$ cat src/rtl/branch_adder_arbiter.sv
// Shared branch-target adder with round-robin arbitration and a single-entry result register.
// Optional flush ports are enabled by defining BRANCH_ARB_FLUSH_EN.
//
// state | meaning
// EMPTY | result register holds no target
// FULL  | result register holds a target waiting for rsp_ready
module branch_adder_arbiter #(
    parameter int NUM_REQ = 2,
    parameter int WIDTH   = 32,
    parameter int ID_W    = 1
) (
    input  logic                     clk,
    input  logic                     reset,
    input  logic [NUM_REQ-1:0]       req_valid,
    input  logic [NUM_REQ*WIDTH-1:0] req_pc,
    input  logic [NUM_REQ*WIDTH-1:0] req_offset,
    output logic [NUM_REQ-1:0]       req_ready,
    output logic                     rsp_valid,
    output logic [ID_W-1:0]          rsp_id,
    output logic [WIDTH-1:0]         rsp_target,
`ifdef BRANCH_ARB_FLUSH_EN
    input  logic                     flush,
    input  logic [ID_W-1:0]          flush_id,
`endif
    input  logic                     rsp_ready
);

    typedef enum logic {EMPTY = 1'b0, FULL = 1'b1} state_t;

    state_t             state_q, state_d;
    logic [ID_W-1:0]    rsp_id_q, rsp_id_d;
    logic [WIDTH-1:0]   rsp_target_q, rsp_target_d;
    logic [ID_W-1:0]    rr_ptr_q, rr_ptr_d;

    logic [NUM_REQ-1:0] suppress;
    logic               flush_hit;
    logic               can_accept;
    logic [NUM_REQ-1:0] grant_onehot;
    logic [ID_W-1:0]    grant_id;
    logic               grant_any;
    logic [WIDTH-1:0]   sel_pc, sel_off, sum;

`ifdef BRANCH_ARB_FLUSH_EN
    always_comb begin
        suppress = '0;
        for (int i = 0; i < NUM_REQ; i++) begin
            if (flush && (flush_id == ID_W'(i))) suppress[i] = 1'b1;
        end
        flush_hit = flush && (state_q == FULL) && (rsp_id_q == flush_id);
    end
`else
    assign suppress  = '0;
    assign flush_hit = 1'b0;
`endif

    // A held entry that is being flushed frees the slot just like a consumed one.
    assign can_accept = !reset && ((state_q == EMPTY) || rsp_ready || flush_hit);

    always_comb begin
        int idx;
        idx          = 0;
        grant_onehot = '0;
        grant_id     = '0;
        grant_any    = 1'b0;
        if (can_accept) begin
            for (int k = 0; k < NUM_REQ; k++) begin
                idx = int'(rr_ptr_q) + k;
                if (idx >= NUM_REQ) idx = idx - NUM_REQ;
                if (!grant_any && req_valid[ID_W'(idx)] && !suppress[ID_W'(idx)]) begin
                    grant_any                  = 1'b1;
                    grant_id                   = ID_W'(idx);
                    grant_onehot[ID_W'(idx)]   = 1'b1;
                end
            end
        end
    end

    // One adder; operands are selected by the one-hot grant.
    always_comb begin
        sel_pc  = '0;
        sel_off = '0;
        for (int i = 0; i < NUM_REQ; i++) begin
            if (grant_onehot[i]) begin
                sel_pc  = sel_pc  | req_pc[i*WIDTH +: WIDTH];
                sel_off = sel_off | req_offset[i*WIDTH +: WIDTH];
            end
        end
        sum = sel_pc + sel_off;
    end

    always_comb begin
        int nxt;
        state_d      = state_q;
        rsp_id_d     = rsp_id_q;
        rsp_target_d = rsp_target_q;
        rr_ptr_d     = rr_ptr_q;
        nxt          = int'(grant_id) + 1;
        if (nxt >= NUM_REQ) nxt = 0;
        if (grant_any) begin
            state_d      = FULL;
            rsp_id_d     = grant_id;
            rsp_target_d = sum;
            rr_ptr_d     = ID_W'(nxt);
        end else if ((state_q == FULL) && (rsp_ready || flush_hit)) begin
            state_d = EMPTY;
        end
    end

    always_ff @(posedge clk or posedge reset) begin
        if (reset) begin
            state_q      <= EMPTY;
            rsp_id_q     <= '0;
            rsp_target_q <= '0;
            rr_ptr_q     <= '0;
        end else begin
            state_q      <= state_d;
            rsp_id_q     <= rsp_id_d;
            rsp_target_q <= rsp_target_d;
            rr_ptr_q     <= rr_ptr_d;
        end
    end

    assign req_ready  = grant_onehot;
    assign rsp_valid  = (state_q == FULL);
    assign rsp_id     = rsp_id_q;
    assign rsp_target = rsp_target_q;

endmodule

$ cat config.mk
export PLATFORM = sky130hd
export DESIGN_NAME = branch_adder_arbiter
export DESIGN_NICKNAME = d
export VERILOG_FILES = /design/src/rtl/branch_adder_arbiter.sv
export SDC_FILE = /design/constraint.sdc
export NUM_CORES = 1
export LEC_CHECK = 0
export CAP_MARGIN = 25
export CORE_AREA = 2 2 95 97
export CTS_BUF_LIST = sky130_fd_sc_hd__clkbuf_8
export DETAILED_ROUTE_END_ITERATION = 10
export DIE_AREA = 0 0 97 99
export HOLD_SLACK_MARGIN = 0.05
export PLACE_DENSITY = 0.82
export SYNTH_ARGS = -nofsm -noshare
export SYNTH_HDL_FRONTEND = slang
export SYNTH_SLANG_ARGS = --single-unit
$ cat constraint.sdc
create_clock -name clk -period 4 [get_ports clk]
set_input_delay 0.4 -clock clk [delete_from_list [all_inputs] [get_ports clk]]
set_output_delay 0.4 -clock clk [all_outputs]
set_load 0.01 [all_outputs]
======== Word-level counts from Yosys, hierarchy flattened ========
Index checks and enable logic that the tools add are counted.
storage, ports and cells
  register bits ........................... 35
  bits of input ports ..................... 133
operators by class
  $add $sub $neg .......................... 5
  $lt $le $gt $ge ......................... 7
  mux-type cells .......................... 34
  bitwise operators ....................... 4
  reductions and logical operators ........ 13
operators with widths
  operator               count
  $mux W32               4
  $or A32 B32 Y32        2
  $add A32 B32 Y32       1
  $mux W1                24
  $mux W2                4
  $logic_and A1 B1 Y1    7
  $lt A1 B3 Y1 const B   2
  $add A1 B1 Y2 const B  2
  $ge A2 B2 Y1 const B   2
  $logic_not A1 Y1       4
  $demux W1 S1           2
  $ge A1 B1 Y1 const B   2
  $ge A1 B2 Y1 const B   1
  $or A2 B2 Y2           1
  $reduce_bool A2 Y1     1
  $sub A1 B1 Y1 const B  2
  $logic_or A1 B1 Y1     1
  $not A1 Y1             1

======== Longest topological paths before layout ========
Gate-level depths: netlist of run 1.
  word-level depth ........................ 20
  depth in mapped cells ................... 14
  gate-level depth less buffers ........... 13

======== Worst setup path after synthesis of run 1 ========
OpenSTA, ideal clock, no wires.
  path type ............................... input port to flip-flop
  start point ............................. input reset
  end point ............................... register rsp_target_q[20] (netlist: rsp_target[20])
  data arrival time ....................... 3976 ps
  required time ........................... 3870 ps
  slack ................................... -106 ps
  stages .................................. 14
  path buffers ............................ 1
  cells stage by stage .................... inv_1 nand3_1 nor2_1 clkbuf_1 and2_1 ha_1 fa_1 a21oi_1 o21ai_1 a211oi_1 o31ai_1 a41o_1 xnor2_1 o21ai_1
on the way
  longest elaborated chain between the ends .. 7
  elaborated cells on any way between the ends .. 11
  those cells by class .................... add/sub: 1; mux: 6; bitwise: 2; reduce/logical: 2
ends and longest elaborated chain
  item                                   line    text
  from (decl)                            13      input logic reset,
  $logic_not A1 Y1 (no source line) (*)  --
  $logic_and A1 B1 Y1 (*)                57      assign can_accept = !reset && ((state_q == EMPTY) || rsp_ready || flush_hit);
  $mux W2 (*)                            65      if (can_accept) begin
  net req_ready[0]                       17      output logic [NUM_REQ-1:0] req_ready,
  $mux W32                               83      if (grant_onehot[i]) begin
  $or A32 B32 Y32 (on tied branches)     84, 85
  $mux W32                               83
  $add A32 B32 Y32 (*)                   88      sum = sel_pc + sel_off;
  to (signal assigned)                   118     rsp_target_q <= rsp_target_d;
  to (decl)                              32      logic [WIDTH-1:0] rsp_target_q, rsp_target_d;
Mark *: on every way through the listed nets, which the timed path passes. The rest lies on a longest branch.
A chain may end at the register's enable or synchronous reset.

======== Final worst setup path of run 1 ========
  start point ............................. input rsp_ready
  end point ............................... register rsp_target_q[28] (netlist: rsp_target[28])
on the way
  longest elaborated chain between the ends .. 7
  elaborated cells on any way between the ends .. 11
  those cells by class .................... add/sub: 1; mux: 6; bitwise: 2; reduce/logical: 2
ends and longest elaborated chain
  item                                line    text
  from (decl)                         25      input logic rsp_ready
  $logic_or A1 B1 Y1 (*)              57
  $logic_and A1 B1 Y1 (*)             57
  $mux W2                             65
  $mux W32                            83
  $or A32 B32 Y32 (on tied branches)  84, 85
  $mux W32                            83
  $add A32 B32 Y32                    88
Mark *: on every way between the ends. The rest lies on a longest branch, timed or not.

==> results of run 1 <==
==> cells by family after synthesis <==
group,after synthesis,synth area share [%]
other,1,0.105
buffers and inverters,38,5.21
multiplexers,1,0.280
AND/OR/NAND/NOR,200,29.7
XOR/XNOR,26,6.37
adder cells (fa/ha/maj),32,11.4
flip-flops,35,24.5
AO/OA/AOI/OAI,127,22.4
==> report_power, final <==
group          internal, W  switching [W]
Sequential        0.000421      0.0000420
Combinational     0.000293       0.000266
Clock             0.000154       0.000117
==> sequential cells by signal (all words and copies together), names as in the netlist <==
name        flops
rr_ptr_q        1
rsp_id          1
rsp_target     32
rsp_valid       1
==> worst register-to-register path, cell delays in order (launching register included) <==
cell	delay (ns)
dfrtp_1	0.37
nand2b_1	0.12
nand3_2	0.10
nor2_2	0.21
buf_12	0.24
and2_1	0.17
ha_1	0.32
nand4_4	0.16
nor4_1	0.42
nand3_1	0.13
o211ai_1	0.44
o211ai_1	0.21
xor2_1	0.20
o21ai_1	0.08
==> final cells by class <==
cell class	count	area, µm²	share of cell area (%)
inverters	7	30.0	0.630
clock inverters	1	3.75	0.0788
flip-flops and latches	35	876	18.4
multi-input cells	387	2520	52.9
well taps	108	135	2.84
clock buffers	7	96.3	2.02
repair buffers	111	1100	23.1
==> through the flow <==
stage | instances | setup WS, ns
global placement | 648 | 0.210
CTS | 656 | 0.447
detailed placement | 648 | 0.163
finish | 656 | 0.472
global route | 656 | 0.243
floorplan | 460 | 0.0844
==> cells in the final DEF (no fill, tap or decap), types with 3 or more instances in the layout <==
master,synthesis,routed
nor2_1,20,19
nor4_1,3,3
buf_4,1,8
nand3_1,17,16
o21ai_1,18,18
a211oi_1,3,3
nor2b_1,4,4
o21ai_0,27,27
and2_1,63,63
clkdlybuf4s50_1,0,102
a211o_1,3,3
nand4_1,8,8
xnor2_1,15,15
nand2_1,59,59
xor2_1,11,11
o211ai_1,9,9
and3_1,3,3
nand2b_1,4,4
o31ai_1,4,4
inv_1,7,7
a21o_1,6,6
clkbuf_8,0,7
nor3_1,3,3
a21oi_1,31,31
ha_1,31,31
dfrtp_1,35,35
==> how the worst min path moves through the flow <==
stage | to | slack, ns
after floorplan | rr_ptr_q$_DFFE_PP0P_ | 0.36
after global placement | rsp_id$_DFFE_PP0P_ | 0.46
after detailed placement | rsp_target[2]$_DFFE_PP0P_ | 0.47
after CTS | rsp_target[2]$_DFFE_PP0P_ | 0.48
after global routing | rsp_target[0]$_DFFE_PP0P_ | 0.51
final | rsp_target[2]$_DFFE_PP0P_ | 0.48
==> layer usage <==
metal / vias up / track usage [%] / wire (µm)
met4: 0 / 3.90 / 118
met2: 90 / 33.7 / 4520
met5: - / 0 / 0
li1: 1801 / - / -
met1: 1627 / 23.5 / 4030
met3: 13 / 2.98 / 401
==> Implementation_results.wiki, run 1 <==
{| class="wikitable"
! Metric !! Value
|-
| Inserted Diodes || 0
|-
| Total power per unit cell area || 272 nW/µm²
|-
| Global route overflow || 0
|-
| Mean cell area of the mapped netlist || 7.77 µm²
|-
| Number of nets with antenna violations after routing || 0
|-
| Cell depth of the worst min-delay path || 2
|-
| Most used cell, CP || o211ai_1
|-
| Path category of the worst min-delay check || reg2reg
|-
| Max-capacitance violation count || 0
|-
| Total vias in the final route || 3531
|-
| Pleak || 2.00 nW
|-
| Netlist area before placement || 3580 µm²
|-
| Total of flip-flops plus latches after synthesis || 35
|-
| Mapped Cells || 460
|-
| FF-to-FF setup slack || 0.69 ns
|-
| CP top delay family || simple AND/OR/NAND/NOR gates
|-
| Clock slew at the register clock pins of the worst setup and hold paths || 0.06 ns
|-
| Kind of critical path || in2reg
|-
| Hold path startpoint || rsp_target[2]$_DFFE_PP0P_
|-
| Largest stage delay on the critical path || 0.45 ns
|-
| Critical-path maximum fanout || 60
|-
| Synthesized netlist net count || 625
|-
| Capturing instance or port of the critical path || rsp_target[28]$_DFFE_PP0P_
|-
| Iteration count of the initial detailed-routing pass || 4
|-
| Worst hold slack after final layout || 0.476 ns
|-
| Number of enable-type register cells in the synthesized netlist || 0
|-
| Minimum clock period after layout || 3.53 ns
|-
| Fin Setup TNS || 0 ns
|-
| Top cells by count, synth || and2_1 (63), nand2_1 (59), dfrtp_1 (35)
|-
| Critical Path Sink Type || flop
|-
| Data arrival, critical path || 3.68 ns
|-
| Number of buffers inserted to repair setup after CTS || 0
|-
| Vert. Die Dim || 99 µm
|-
| Initial core utilization || 41.8%
|-
| Synthesis-to-finish area growth || 33.2%
|-
| Final design area excluding fillers || 4760 µm²
|-
| CTS resizes || 0
|-
| CTS Hold Bufs || 0
|-
| # rows || 34
|-
| Final total power || 0.00129 W
|-
| Worst setup skew after layout || 0.00457 ns
|-
| Max-slew violation count || 0
|-
| Gpl congestion || 0.843
|-
| Synth area leader || dfrtp_1
|-
| Reg-to-reg critical path endpoint || rsp_target[28]$_DFFE_PP0P_
|-
| Maximum ir drop on the vdd rail || 0.142 mV
|-
| Netlist cell types || 62
|-
| Startpoint of the worst-slack reg-to-reg timing path || rsp_valid$_DFFE_PP0P_
|-
| Final hold violations || 0
|-
| Number of buffers created by CTS || 5
|-
| Number of antenna violations at the first check in global routing || 0
|-
| Slowest CP cell || clkdlybuf4s50_1
|-
| Most used standard cell by instance count after synthesis || and2_1
|-
| Sequential-to-total area share from yosys stat || 24.5%
|-
| DRC || 0
|-
| Period utilisation layout || 88.2%
|-
| Number of global-route vias before repair || 3280
|-
| Die Span X || 97 µm
|-
| Count of fill cells added during filler insertion || 813
|-
| DRT iter0 DRCs || 182
|-
| Upper clock frequency limit || 283 MHz
|-
| Wire length of the first global-routing pass || 15000 µm
|-
| Detail Placement HPWL || 7300 µm
|-
| Commonest register cell after synthesis || dfrtp_1
|-
| Maximum number of buffers from clock root to sink || 2
|-
| Final setup fails || 0
|-
| Number of buffer cells added on primary ports || 102
|-
| Clk Latency, worst-skew pair || 0.28 ns
|-
| Required @ worst endpoint || 4.15 ns
|-
| Ys async rst share || 100%
|-
| CTS tree || done
|-
| Fraction of post-synthesis cell area in the top cell type by area || 24.5%
|-
| I/O pins || 169
|-
| Number of H-tree levels || 2
|-
| Warning count from the yosys run || 0
|-
| Wire length per cell || 13.8 µm
|-
| Nature of the critical path startpoint || primary input
|-
| Crit path launch || rsp_ready
|-
| Area contributors post-synth || dfrtp_1 (24%), and2_1 (11%), ha_1 (11%)
|-
| Largest net degree at the start of global routing || 63
|-
| Vias/cell || 5.38
|-
| Status || completed
|-
| GRT Resource Usage Total || 18.6%
|-
| Worst relative slew slack || 36.2%
|-
| Buffer cell driving the clock tree root || clkbuf_8
|-
| Dpl cell area || 4660 µm²
|-
| Ratio of cells with drive above 1 in the final layout || 5.47%
|-
| CP Buf/Inv Count || 2
|-
| Net count of the finished layout || 712
|-
| Routed Wire Length || 9070 µm
|-
| Core occupancy in the finished layout || 55.7%
|-
| CTS sink count || 35
|-
| Cell-by-cell listing of the critical path || clkdlybuf4s50_1, nand2b_1, nand3_2, nor2_2, buf_12, and2_1, ha_1, nand4_4, nor4_1, nand3_1, o211ai_1, o211ai_1, xor2_1, o21ai_1
|-
| RSZ-0062 raised after global routing || no
|-
| Total Die Area || 9600 µm²
|-
| Cells on worst reg2reg path || 13
|-
| Core area || 8550 µm²
|-
| Critical path depth in cells || 14
|-
| Slew at the pin with the worst max-slew slack || 0.955 ns
|}
Power figures use the tool's default switching activity.
==> inputs of run 2 (changes only) <==
GPL_TIMING_DRIVEN = 1   (was unset)
SLEW_MARGIN = 20   (was unset)
==> results of run 2 <==
Same layout as run 1: the final DEF is identical, and so are final timing and power.
